### config.mk
export PLATFORM = sky130hd
export DESIGN_NAME = tx_phyretrain
export DESIGN_NICKNAME = d
export VERILOG_FILES = /design/src/rtl/tx_phyretrain.sv
export SDC_FILE = /design/constraint.sdc
export NUM_CORES = 1
export LEC_CHECK = 0
export ABC_CLOCK_PERIOD_IN_PS = 2400
export BUFFER_PORTS_ARGS = -buffer_cell sky130_fd_sc_hd__buf_4
export CORE_ASPECT_RATIO = 0.9
export CORE_UTILIZATION = 55
export CTS_CLUSTER_DIAMETER = 150
export DETAILED_ROUTE_END_ITERATION = 16
export GPL_TIMING_DRIVEN = 0
export PLACE_DENSITY_LB_ADDON = 0.15
export SYNTH_ARGS = -nofsm -noshare
export SYNTH_HDL_FRONTEND = slang
export SYNTH_SLANG_ARGS = --single-unit
### constraint.sdc
create_clock -name i_clk -period 2.4 [get_ports i_clk]
set_input_delay 0.48 -clock i_clk [delete_from_list [all_inputs] [get_ports i_clk]]
set_output_delay 0.48 -clock i_clk [all_outputs]
set_load 0.005 [all_outputs]
### src/rtl/tx_phyretrain.sv
// Purpose: initiator side of the PHYRETRAIN sideband handshake; sends START_REQ, waits for START_RESP.
// Latency: enable to o_valid_tx = 2 cycles (uncontended); START_RESP sample to o_phyretrain_end_tx = 2 cycles.
// Backpressure: request raise is held off while i_SB_Busy or i_rx_valid is high; i_falling_edge_busy drops valid.
//
// Ports:
//   i_clk, i_rst             clock, synchronous active-high reset
//   i_phyretrain_en          LTSM enable; low returns the block to IDLE
//   i_retrain_cause[2:0]     [0] TXSELFCAL, [1] SPEEDIDLE, [2] REPAIR
//   i_SB_Busy                sideband busy
//   i_falling_edge_busy      sideband finished consuming the current message
//   i_rx_valid               receive-side block is driving the wrapper
//   i_rx_msg_valid           decoded sideband message valid
//   i_decoded_SB_msg         decoded partner message ID
//   o_encoded_SB_msg_tx      message ID to send (1 = START_REQ)
//   o_retrain_encoding_tx    latched one-hot encoding: 001 TXSELFCAL, 010 SPEEDIDLE, 100 REPAIR
//   o_valid_tx               wrapper valid
//   o_phyretrain_end_tx      handshake done (level)
//   o_timeout                partner did not respond (level)
module tx_phyretrain #(
   parameter int unsigned          SB_MSG_WIDTH   = 4,
   parameter int unsigned          TIMEOUT_W      = 20,
   parameter logic [TIMEOUT_W-1:0] TIMEOUT_CYCLES = 20'd800000
) (
   input  logic                    i_clk,
   input  logic                    i_rst,
   input  logic                    i_phyretrain_en,
   input  logic [2:0]              i_retrain_cause,
   input  logic                    i_SB_Busy,
   input  logic                    i_falling_edge_busy,
   input  logic                    i_rx_valid,
   input  logic                    i_rx_msg_valid,
   input  logic [SB_MSG_WIDTH-1:0] i_decoded_SB_msg,
   output logic [SB_MSG_WIDTH-1:0] o_encoded_SB_msg_tx,
   output logic [2:0]              o_retrain_encoding_tx,
   output logic                    o_valid_tx,
   output logic                    o_phyretrain_end_tx,
   output logic                    o_timeout
);

   localparam logic [SB_MSG_WIDTH-1:0] MSG_START_REQ  = SB_MSG_WIDTH'(1);
   localparam logic [SB_MSG_WIDTH-1:0] MSG_START_RESP = SB_MSG_WIDTH'(2);
   localparam logic [TIMEOUT_W-1:0]    CNT_LAST       = TIMEOUT_CYCLES - TIMEOUT_W'(1);

   typedef enum logic [2:0] {
      ST_IDLE                = 3'd0,
      ST_SEND_START_REQ      = 3'd1,
      ST_WAIT_FOR_START_RESP = 3'd2,
      ST_TEST_FINISHED       = 3'd3,
      ST_TIMEOUT             = 3'd4
   } state_t;

   state_t                 state_q;
   state_t                 state_d;

   logic                   started_q;     // entry actions already performed this handshake
   logic                   req_pending_q; // request deferred by contention
   logic                   resp_seen_q;   // START_RESP seen (possibly before WAIT)
   logic                   valid_prev_q;
   logic                   fall_det_q;    // registered falling edge of o_valid_tx
   logic [TIMEOUT_W-1:0]   cnt_q;

   logic                   active;
   logic                   entry;
   logic                   resp_now;
   logic                   path_clear;
   logic                   raise;
   logic                   cnt_last;
   logic [2:0]             prio_enc;

   assign active     = (state_q == ST_SEND_START_REQ) || (state_q == ST_WAIT_FOR_START_RESP);
   // Entry actions fire in the first SEND cycle, so they see the cause sampled there.
   assign entry      = (state_q == ST_SEND_START_REQ) && !started_q;
   assign resp_now   = i_rx_msg_valid && (i_decoded_SB_msg == MSG_START_RESP);
   assign path_clear = !i_SB_Busy && !i_rx_valid;
   assign raise      = (entry || req_pending_q) && path_clear;
   assign cnt_last   = (cnt_q == CNT_LAST);

   // SPEEDIDLE outranks REPAIR, which outranks TXSELFCAL; no cause defaults to TXSELFCAL.
   always_comb begin
      prio_enc = 3'b001;
      if (i_retrain_cause[1]) begin
         prio_enc = 3'b010;
      end else if (i_retrain_cause[2]) begin
         prio_enc = 3'b100;
      end
   end

   // State register
   always_ff @(posedge i_clk) begin
      if (i_rst) begin
         state_q <= ST_IDLE;
      end else begin
         state_q <= state_d;
      end
   end

   // Next-state logic
   always_comb begin
      state_d = state_q;
      case (state_q)
         ST_IDLE: begin
            if (i_phyretrain_en) begin
               state_d = ST_SEND_START_REQ;
            end
         end
         ST_SEND_START_REQ: begin
            if (cnt_last) begin
               state_d = ST_TIMEOUT;
            end else if (fall_det_q) begin
               state_d = ST_WAIT_FOR_START_RESP;
            end
         end
         ST_WAIT_FOR_START_RESP: begin
            // A response on the final count still counts as success.
            if (resp_seen_q || resp_now) begin
               state_d = ST_TEST_FINISHED;
            end else if (cnt_last) begin
               state_d = ST_TIMEOUT;
            end
         end
         ST_TEST_FINISHED: begin
            state_d = ST_TEST_FINISHED;
         end
         ST_TIMEOUT: begin
            state_d = ST_TIMEOUT;
         end
         default: begin
            state_d = ST_IDLE;
         end
      endcase
      // Dropping enable overrides every other transition.
      if (!i_phyretrain_en) begin
         state_d = ST_IDLE;
      end
   end

   // Registered datapath and outputs; IDLE clears everything like reset does.
   always_ff @(posedge i_clk) begin
      if (i_rst || (state_q == ST_IDLE)) begin
         started_q             <= 1'b0;
         req_pending_q         <= 1'b0;
         resp_seen_q           <= 1'b0;
         valid_prev_q          <= 1'b0;
         fall_det_q            <= 1'b0;
         cnt_q                 <= '0;
         o_encoded_SB_msg_tx   <= '0;
         o_retrain_encoding_tx <= 3'b000;
         o_valid_tx            <= 1'b0;
         o_phyretrain_end_tx   <= 1'b0;
         o_timeout             <= 1'b0;
      end else begin
         valid_prev_q <= o_valid_tx;
         fall_det_q   <= valid_prev_q && !o_valid_tx;

         if (active) begin
            cnt_q <= cnt_q + TIMEOUT_W'(1);
         end

         if (active && resp_now) begin
            resp_seen_q <= 1'b1;
         end

         if (entry) begin
            started_q             <= 1'b1;
            o_encoded_SB_msg_tx   <= MSG_START_REQ;
            o_retrain_encoding_tx <= prio_enc;
         end

         // Busy falling edge wins over a simultaneous raise.
         if (i_falling_edge_busy) begin
            o_valid_tx <= 1'b0;
         end else if (raise) begin
            o_valid_tx <= 1'b1;
         end

         // Pending survives until valid actually goes high, so an entry raise
         // masked by a coincident busy falling edge is retried next cycle.
         if (raise && !i_falling_edge_busy) begin
            req_pending_q <= 1'b0;
         end else if (entry) begin
            req_pending_q <= 1'b1;
         end

         if (state_q == ST_TEST_FINISHED) begin
            o_phyretrain_end_tx <= 1'b1;
         end

         if (state_q == ST_TIMEOUT) begin
            o_timeout <= 1'b1;
         end
      end
   end

endmodule

## Word-level counts from Yosys, hierarchy flattened

Index checks and enable logic that the tools add are counted.

| storage, ports and cells | value |
|---|---|
| register bits after elaboration | 34 |
| output and inout port bits | 10 |

| operators by class | value |
|---|---|
| add/sub/neg operators | 1 |
| equality and inequality tests | 8 |
| multiplexer cells | 7 |
| bitwise gates (word level) | 1 |
| reduce and logical (&&, ||, !) cells | 21 |

Operator list:

| kind | number |
|---|---|
| adder 20 x 1 -> 20 bit, second input constant | 1 |
| equality test 20 bit, second input constant | 1 |
| two-way mux 3 bit | 6 |
| case mux 3 bit (5 select lines) | 1 |
| logical AND 1 bit | 7 |
| equality test 3 x 2 -> 1 bit, second input constant | 2 |
| OR reduction 2 bit | 3 |
| logical NOT 1 bit | 5 |
| equality test 4 x 2 -> 1 bit, second input constant | 1 |
| logical OR 1 bit | 4 |
| equality test 3 x 1 -> 1 bit, second input constant | 1 |
| equality test 3 bit, second input constant | 1 |
| logical NOT 3 bit | 1 |
| inequality test 3 x 2 -> 1 bit, second input constant | 1 |
| inequality test 3 bit, second input constant | 1 |
| AND reduction 2 bit | 1 |
| NOT 1 bit | 1 |

## Longest topological paths before layout

Gate-level depths: netlist (run 1).

| depth | value |
|---|---|
| word-level depth | 6 |
| gate-level depth with buffers | 6 |
| depth with buffers taken out | 5 |

## Worst setup path after synthesis (run 1)

No wires, ideal clock.

| timing path | value |
|---|---|
| path type | reg2reg |
| from | register state_q[1] |
| to | register cnt_q[18] |
| setup time | 70 ps |
| arrival time | 1842 ps |
| required time | 2330 ps |
| setup slack | 488 ps |
| stages on the path, launching flop included | 7 |
| buffers on the path | 2 |
| period minus slack after synthesis | 1912 ps |
| path through | dfxtp_1 buf_2 xnor2_1 or4_4 buf_6 or4_1 a21oi_1 |

| on the way | value |
|---|---|
| longest elaborated chain between the ends | 2 |
| elaborated cells on any way between the ends | 5 |
| those cells by class | 2 x eq/ne; 3 x reduce/logical |

RTL lines:

| item | RTL line | source |
|---|---|---|
| start, declared | 52 | `state_t state_q;` |
| start signal, assigned | 93 | `state_q <= state_d;` |
| equality test 3 x 1 -> 1 bit (tied with other cells) | 70 | `assign active = (state_q == ST_SEND_START_REQ) \|\| (state_q == ST_WAIT_FOR_START_RESP);` |
| logical OR 1 bit (on tied branches) | 70, 139 |  |
| end signal, assigned | 156 | `cnt_q <= cnt_q + TIMEOUT_W'(1);` |
| end, declared | 60 | `logic [TIMEOUT_W-1:0] cnt_q;` |

Parallel ways exist; a longest one is shown, timed or not.
A chain may end at the register's enable or synchronous reset.

## Worst setup path in the final report (run 1)

| timing path | value |
|---|---|
| from | register state_q[0] |
| to | register cnt_q[11] |

The elaborated chain is that of the path after synthesis.

==> results.yml, run 1 <==
status:
  outcome: "completed"
critical_path:
  critical_path.max_fanout: 10
  path_class: "reg2reg"
  timing.critical_path.required_ns: 2.66
  worst-endpoint-arrival_ns: 2.43
  endpoint_kind: "flip-flop"
  start_kind: "flip-flop"
  regToRegSetupSlack_ns: 0.22
sta:
  timing_max_transition_violations_final: 0
  timing_hold_violations_final: 0
  postLayoutSetupSlackWorst_ns: 0.2233
  final_setup_violations: 0
  timing.setup.tns_ns: 0
  slew_headroom_pct: 51.49
  grt_setup_unrepaired: "no"
  worstMarginPinSlew_ns: 0.7224
  timing.final.crit_share_pct: 90.70
  max_freq_mhz: 459.4
  fin_skew_ns: 0.007720
  fin_crit_ns: 2.177
drt:
  route.vias.total: 1520
  drt-pass1-iter-count: 4
  viasPerCell: 5.891
  drt-initial-drc-count: 45
  routed_wl_um: 3633
  final_antenna_violating_net_count: 0
  drt_drc_violations_left: 0
  wl_per_instance_um: 14.08
final_layout:
  growth_of_design_area_from_synthesis_to_finish_pct: 15.86
  layout_common_cells: "34 x dfxtp_1, 23 x buf_4, 20 x nor2_1, 19 x a21oi_1"
  antenna-diode-count: 0
  finalNetCount: 234
  final_common_cell: "dfxtp_1"
  post_route_cells_drive_above_1_share_pct: 16.06
grt:
  grt_util_all_layers_pct: 25.91
  gr-usage-met1_pct: 32.02
  initial_antenna_violation_count: 0
  busiest_layer: "met2"
  maximum_number_of_pins_on_one_net_before_global_route_repair: 11
  globalRouteOverflowTotal: 0
  grt_use_met2_pct: 41.95
  grt_first_pass_wirelength_um: 5934
  groute.layer.met3.usage_pct: 5.868
  grt_pass1_vias: 1390
cts:
  cts_made_buffers: 5
  path_clk_slew_ns: 0.10
  ctsLongestPathBuffers: 2
  tritoncts: "built"
  h-tree-depth: 2
  post_cts_setup_bufs: 0
  clk_latency_ns: 0.33
  postCtsHoldBufs: 0
  cts.root.buffer_cell: "clkbuf_4"
  tritoncts_num_sinks: 34
  cts.repair.resized: 0
power_and_ir_drop:
  switchingPower_mw: 0.2070
  power.ir.vdd_worst_mv: 0.3395
  cellLeakagePower_nw: 0.5869
  power_density_nw_per_um2: 508.6
  clock_power_share_pct: 32.8
  switching_share_pct: 22.15
  seq_power_share_pct: 61.2
  part_of_the_power_in_combinational_logic_pct: 6.0
  cellInternalPower_mw: 0.7272
floorplanning:
  die-width_um: 58.59
  core.rowCount: 18
  die_y_um: 52.93
  design.portCount: 24
  die_area_sq_um: 3101
  initial_utilization_pct: 57.70
  core-area_sq_um: 2748
logic_synthesis:
  postSynth.topFlopCell: "dfxtp_1"
  synth-async-reset-ratio_pct: 0
  synth.lib_cells_used.distinct: 40
  postSynthRegisterBits: 34
  post_synth_inst_count: 191
  synth_seq_area_share_pct: 42.94
  yosysWarnings: 0
  mappedNetlistArea_sq_um: 1585
  synth.avg_cell_area_sq_um: 8.300
  number_of_synthesized_flops_with_an_enable_pin: 0
place:
  post-dp-hpwl_um: 2625
  port-buffer-count: 19
  gp_routability_congestion: 0.8052
  place_ws_ns: 0.2954
run:
  cap_viol_max_count: 0
min_path:
  hold_path.class: "in2reg"
-- Yosys cell counts (2+ instances only) --
cell      number  area, sq um
a21oi_1       19        95.09
a31oi_1        2        12.51
and4_1         2        17.52
buf_2          2        10.01
buf_4          4        30.03
clkbuf_1       5        18.77
dfxtp_1       34        680.7
inv_1          7        26.28
nand2_1       11        41.29
nand3_1        7        35.03
nand4_1        3        18.77
nor2_1        20        75.07
nor3_1         6        30.03
nor4_1         2        12.51
nor4b_1        2        17.52
o21a_1         2        15.01
o21ai_0       11        55.05
o21ai_1        4        20.02
o31ai_1        7        52.55
or3_1          6        37.54
or4_1          9        67.56
or4_4          2        22.52
xnor2_1        7        61.31
-- flip-flops by register name, indices dropped and copies added, names as in the netlist --
| name | flops |
|---|---|
| cnt_q | 20 |
| o_retrain_encoding_tx | 3 |
| state_q | 3 |
| fall_det_q | 1 |
| o_encoded_SB_msg_tx | 1 |
| o_phyretrain_end_tx | 1 |
| o_timeout | 1 |
| o_valid_tx | 1 |
| req_pending_q | 1 |
| resp_seen_q | 1 |
| valid_prev_q | 1 |
-- worst max-delay path: stages, from the launching register on --
cell	delay, ns
dfxtp_1	0.49
xnor2_1	0.28
or4_4	0.62
buf_2	0.21
or3_1	0.35
a21oi_1	0.14
-- power by group through the flow --
stage               sequential [mW]  clock, mW  combinational [mW]
floorplan                     0.583          0              0.0280
global placement              0.584          0              0.0518
detailed placement            0.584          0              0.0550
CTS                           0.571      0.313              0.0552
global route                  0.572      0.338              0.0617
finish                        0.571      0.307              0.0560
-- worst paths after layout --
check / from / to / cells past startpoint
setup / recovery: state_q[0] / cnt_q[11] / 5
hold / removal: i_falling_edge_busy / o_valid_tx / 2
setup reg to reg: state_q[0] / cnt_q[11] / 5
hold reg to reg: valid_prev_q / fall_det_q / 1
-- metal layers --
layer | vias up | wire, um
li1 | 750 | -
met1 | 717 | 1683
met2 | 42 | 1709
met3 | 11 | 154
met4 | 0 | 85
met5 | - | 0
-- metrics by stage --
step | utilization (%) | cell area [sq um] | cells | hold WS (ns) | power, mW
after global routing | 66.85 | 1837 | 258 | 0.2949 | 0.9714
after CTS | 66.85 | 1837 | 258 | 0.3084 | 0.9397
after floorplan | - | 1593 | 193 | 0.4367 | 0.6111
final | 66.85 | 1837 | 258 | 0.3188 | 0.9342
after global placement | 64.98 | 1785 | 252 | 0.4505 | 0.6357
after detailed placement | 64.98 | 1785 | 252 | 0.4461 | 0.6392
-- layout make-up --
type,count,area (sq um)
buffer,13,73.82
clock buffer,6,51.30
fill,265,910.9
inverter,7,26.28
multi-input combinational,139,812.0
sequential,34,680.7
tap,40,50.05
timing repair buffer,19,142.6
-- cell families (layout without fill, tap and decap cells) --
logic type                 count (synthesis)  in the layout  share of synthesized area, %
and+or+nand+nor                           78             78                         27.47
buffers and inverters                     20             45                         6.314
xor gates and xnor gates                   7              7                         3.867
adders and majority gates                  1              1                        0.7891
DFF                                       34             34                         42.94
AOI/OAI and AO/OA                         50             50                         18.39
other                                      1              3                        0.2366
(Power assumes the default switching activity.)
==> run 2, diff against run 1 <==
--- a/config.mk
+++ b/config.mk
@@ -13,6 +13,7 @@
 export DETAILED_ROUTE_END_ITERATION = 16
 export GPL_TIMING_DRIVEN = 0
 export PLACE_DENSITY_LB_ADDON = 0.15
+export REMOVE_ABC_BUFFERS = 1
 export SYNTH_ARGS = -nofsm -noshare
 export SYNTH_HDL_FRONTEND = slang
 export SYNTH_SLANG_ARGS = --single-unit
==> run 2 against run 1 <==
  * Cell count is 4.3% lower
  * Register-to-register slack better by 0.02 ns
  * Wire length is 12% lower
  * Critical path depth is 1 lower
  * Combinational power is 15% lower
  * Utilization is 2.4 points lower
  * First-iteration DRC count is 64% higher
  * Critical path type unchanged
  * Largest cell class unchanged
  * Highest routed layer unchanged
==> results.yml, run 2 (synthesized netlist as in run 1, its figures left out) <==
critical_path:
  regToRegSetupSlack_ns: 0.24
  critical_path.max_fanout: 14
  timing.reg2reg.worst_path_depth: 4
  endpoint_kind: "flip-flop"
  path_class: "reg2reg"
  start_kind: "flip-flop"
  worst-endpoint-arrival_ns: 2.43
  timing.critical_path.required_ns: 2.67
grt:
  grt_pass1_vias: 1162
  maximum_number_of_pins_on_one_net_before_global_route_repair: 28
  globalRouteOverflowTotal: 0
  grt_first_pass_wirelength_um: 4912
  initial_antenna_violation_count: 0
  grt_util_all_layers_pct: 21.70
floorplanning:
  initial_utilization_pct: 57.70
  die_area_sq_um: 3101
  die-width_um: 58.59
  core.rowCount: 18
  design.portCount: 24
  die_y_um: 52.93
  core-area_sq_um: 2748
cts:
  h-tree-depth: 2
  cts.repair.resized: 0
  post_cts_setup_bufs: 0
  clk_latency_ns: 0.34
  postCtsHoldBufs: 0
  ctsLongestPathBuffers: 2
  tritoncts: "built"
  tritoncts_num_sinks: 34
  cts_made_buffers: 5
  path_clk_slew_ns: 0.11
  cts.root.buffer_cell: "clkbuf_4"
final_layout:
  filler_cell_count: 242
  post-route-cell-area_sq_um: 1772
  max_flop_register: "cnt_q"
  max_reg_flops: 20
  top_regs: "cnt_q: 20 flops, o_retrain_encoding_tx: 3 flops, state_q: 3 flops"
  ff_latch_area_sq_um: 680.7
  final_common_cell: "dfxtp_1"
  finalNetCount: 221
  growth_of_design_area_from_synthesis_to_finish_pct: 11.76
  finalNonFillerCells: 247
  layout_common_cells: "34 x dfxtp_1, 20 x nor2_1, 19 x a21oi_1, 19 x buf_4"
  antenna-diode-count: 0
  post_route_cells_drive_above_1_share_pct: 14.01
  multiInputGateArea_sq_um: 812.0
sta:
  worst_hold_slack_ns: 0.3067
  fin_crit_ns: 2.159
  timing.setup.tns_ns: 0
  timing_hold_violations_final: 0
  final_setup_violations: 0
  timing.final.crit_share_pct: 89.95
  slew_headroom_pct: 53.46
  grt_setup_unrepaired: "no"
  worstMarginPinSlew_ns: 0.6932
  max_freq_mhz: 463.2
  timing_max_transition_violations_final: 0
  fin_skew_ns: 0.008594
place:
  placedInstanceArea_sq_um: 1712
  gp_routability_congestion: 0.8393
  port-buffer-count: 19
  numPlacedInstances: 239
  post-dp-hpwl_um: 2270
drt:
  drt_drc_violations_left: 0
  drt-initial-drc-count: 74
  routed_wl_um: 3195
  final_antenna_violating_net_count: 0
  wl_per_instance_um: 12.94
  viasPerCell: 5.806
  route.vias.total: 1434
  drt-pass1-iter-count: 4
power_and_ir_drop:
  cellLeakagePower_nw: 0.5494
  power_density_nw_per_um2: 539.0
  total_power_mw: 0.9550
  power.ir.vdd_worst_mv: 0.3909
status:
  outcome: "completed"
min_path:
  worst_hold_path.num_cells: 2
  hold_path.class: "in2reg"
run:
  cap_viol_max_count: 0
-- run 2: path summary, 6_finish.rpt --
| path | startpoint | end |
|---|---|---|
| max | state_q[1] | cnt_q[15] |
| min | i_falling_edge_busy | o_valid_tx |
| max reg2reg | state_q[1] | cnt_q[15] |
| min reg2reg | valid_prev_q | fall_det_q |
-- run 2: through the flow --
stage | worst slack, ns | utilization [%]
after floorplan | 0.4885 | -
after global placement | 0.3053 | 62.30
after detailed placement | 0.2611 | 62.30
after CTS | 0.2432 | 64.48
after global routing | 0.1053 | 64.48
final | 0.2413 | 64.48
-- run 2: area by class of cell --
class | count | share of cell area [%]
multi-input combinational | 139 | 45.83
sequential | 34 | 38.42
timing repair buffer | 19 | 8.051
clock buffer | 7 | 3.107
tap | 40 | 2.825
inverter | 7 | 1.483
clock inverter | 1 | 0.2825
-- run 2: routing by layer --
layer	global-route usage (%)	up-vias	part of all wire, %
met2	36.21	27	50
met4	9.921	0	0.94
met5	0	-	0
met1	25.88	679	46
li1	-	725	-
met3	6.357	3	3.6
-- run 2: report_power, final --
| part | leakage, nW | total [mW] | switching [mW] | internal (mW) |
|---|---|---|---|---|
| sequential | 0.274 | 0.571 | 0.00357 | 0.567 |
| clock | 0.0353 | 0.336 | 0.195 | 0.142 |
| combinational | 0.240 | 0.0477 | 0.0243 | 0.0233 |
| total | 0.549 | 0.955 | 0.222 | 0.733 |
-- run 2: worst max-delay path, cell delays in order, from the launching register on --
cell and delay, ns:
dfxtp_1 0.48, xnor2_1 0.26, or4_4 0.67, or4_1 0.53, a21oi_1 0.16
==> run 3, diff against run 2 <==
--- a/config.mk
+++ b/config.mk
@@ -7,11 +7,11 @@
 export LEC_CHECK = 0
 export ABC_CLOCK_PERIOD_IN_PS = 2400
 export BUFFER_PORTS_ARGS = -buffer_cell sky130_fd_sc_hd__buf_4
-export CORE_ASPECT_RATIO = 0.9
-export CORE_UTILIZATION = 55
+export CORE_UTILIZATION = 45
 export CTS_CLUSTER_DIAMETER = 150
 export DETAILED_ROUTE_END_ITERATION = 16
 export GPL_TIMING_DRIVEN = 0
+export HOLD_SLACK_MARGIN = 0.12
 export PLACE_DENSITY_LB_ADDON = 0.15
 export REMOVE_ABC_BUFFERS = 1
 export SYNTH_ARGS = -nofsm -noshare
==> run 3 against run 2 <==
  * Via count decreased by 1.9%
  * Worst hold slack hardly changed
  * Maximum frequency fell by 0.53%
  * Critical endpoint is now cnt_q[17]
  * Largest power group unchanged
  * Highest routed layer unchanged
==> results.yml, run 3 (synthesized netlist as in run 1, its figures left out) <==
status:
  outcome: "completed"
sta:
  fin_skew_ns: 0.002805
  final_setup_violations: 0
  worstMarginPinSlew_ns: 0.6826
  fin_crit_ns: 2.170
  timing_max_transition_violations_final: 0
  max_freq_mhz: 460.8
  slew_headroom_pct: 54.17
  timing.setup.tns_ns: 0
  grt_setup_unrepaired: "no"
  timing_hold_violations_final: 0
  timing.final.crit_share_pct: 90.43
  postLayoutSetupSlackWorst_ns: 0.2297
drt:
  drt_drc_violations_left: 0
  final_antenna_violating_net_count: 0
  drt-initial-drc-count: 51
  drt-pass1-iter-count: 4
  wl_per_instance_um: 12.61
  routed_wl_um: 3177
  viasPerCell: 5.583
  route.vias.total: 1407
min_path:
  hp-start: "i_falling_edge_busy"
  worst_hold_path.num_cells: 2
  hold_path.class: "in2reg"
place:
  placedInstanceArea_sq_um: 1719
  place_ws_ns: 0.2466
  port-buffer-count: 19
  post-dp-hpwl_um: 2214
  gp_routability_congestion: 0.7751
  numPlacedInstances: 245
critical_path:
  critPathTopFamily: "simple AND/OR/NAND/NOR gates"
  max_stage_delay_ns: 0.67
  endpoint_kind: "flip-flop"
  cp_num_cells: 4
  critical_path.max_fanout: 14
  worst-endpoint-arrival_ns: 2.44
  chain_of_cells_forming_the_critical_path: "xnor2_1 > or4_4 > or4_1 > a21oi_1"
  start_kind: "flip-flop"
  startpoint: "state_q[1]"
  critical_path.n_buffers_inverters: 0
  timing.reg2reg.worst_path_depth: 4
  timing.critical_path.required_ns: 2.67
  timing.rr.start: "state_q[1]"
  cp_max_stage_cell: "or4_4"
  path_class: "reg2reg"
floorplanning:
  core.rowCount: 21
  initial_utilization_pct: 47.14
  die-width_um: 61.36
  design.portCount: 24
  die_area_sq_um: 3764
  die_y_um: 61.36
  core-area_sq_um: 3363
cts:
  cts.root.buffer_cell: "clkbuf_4"
  tritoncts_num_sinks: 34
  cts_made_buffers: 5
  clk_latency_ns: 0.33
  post_cts_setup_bufs: 0
  ctsLongestPathBuffers: 2
  path_clk_slew_ns: 0.10
  cts.repair.resized: 0
  postCtsHoldBufs: 0
  h-tree-depth: 2
  tritoncts: "built"
final_layout:
  post_route_cells_drive_above_1_share_pct: 13.11
  post-route-cell-area_sq_um: 1764
  finalNonFillerCells: 252
  final_common_cell: "dfxtp_1"
  growth_of_design_area_from_synthesis_to_finish_pct: 11.29
  finalNetCount: 221
  max_reg_flops: 20
  top_regs: "cnt_q: 20 flops, o_retrain_encoding_tx: 3 flops, state_q: 3 flops"
  layout_common_cells: "34 x dfxtp_1, 20 x nor2_1, 19 x a21oi_1, 19 x buf_4"
  antenna-diode-count: 0
  max_flop_register: "cnt_q"
grt:
  grt_first_pass_wirelength_um: 5354
  maximum_number_of_pins_on_one_net_before_global_route_repair: 28
  grt_util_all_layers_pct: 19.65
  grt_pass1_vias: 1255
  globalRouteOverflowTotal: 0
  initial_antenna_violation_count: 0
power_and_ir_drop:
  total_power_mw: 0.9139
  switching_share_pct: 23.30
  clock_power_share_pct: 32.4
  switchingPower_mw: 0.2130
  part_of_the_power_in_combinational_logic_pct: 5.2
  power.ir.vdd_worst_mv: 0.2854
  cellInternalPower_mw: 0.7009
  seq_power_share_pct: 62.5
  cellLeakagePower_nw: 0.5395
  power_density_nw_per_um2: 518.0
run:
  cap_viol_max_count: 0
-- run 3: cell types whose count changed in the layout (fill, tap and decap cells not counted) --
cell	previous run	this run
clkbuf_8	1	0
clkinv_2	1	0
clkbuf_1	1	2
-- run 3: power groups by stage --
stage                     registers [mW]  clock network [mW]  logic, mW
after floorplan                    0.583                   0     0.0220
after global placement             0.584                   0     0.0459
after CTS                          0.571               0.303     0.0474
after detailed placement           0.584                   0     0.0474
final                              0.571               0.296     0.0471
after global routing               0.572               0.333     0.0523
-- run 3: routing by layer --
metal	vias to the layer above	GRT usage [%]	part of all wire (%)
met5	-	0	0
met4	0	6.984	1.5
met3	6	6.933	4.0
met2	26	32.61	48
met1	651	23.64	46
li1	724	-	-
-- run 3: final cells by class --
cell class	count	area [sq um]
multi-input cells	139	812.0
well taps	46	57.56
inverters	7	26.28
flip-flops and latches	34	680.7
repair buffers	19	142.6
clock buffers	7	45.04
fillers	345	1599
-- run 3: per-stage QoR --
step                      utilization (%)  hold slack (ns)
after CTS                           52.46           0.2925
final                               52.46           0.3067
after global placement              51.12           0.4505
after global routing                52.46           0.2923
after detailed placement            51.12           0.4616
after floorplan                         -           0.4367
-- run 3: final timing paths --
check                                                 to  slack (ns)
worst max-delay path                           cnt_q[17]        0.23
worst min-delay path                          o_valid_tx        0.31
worst max register to register                 cnt_q[17]        0.23
worst min register to register  o_retrain_encoding_tx[2]        0.48
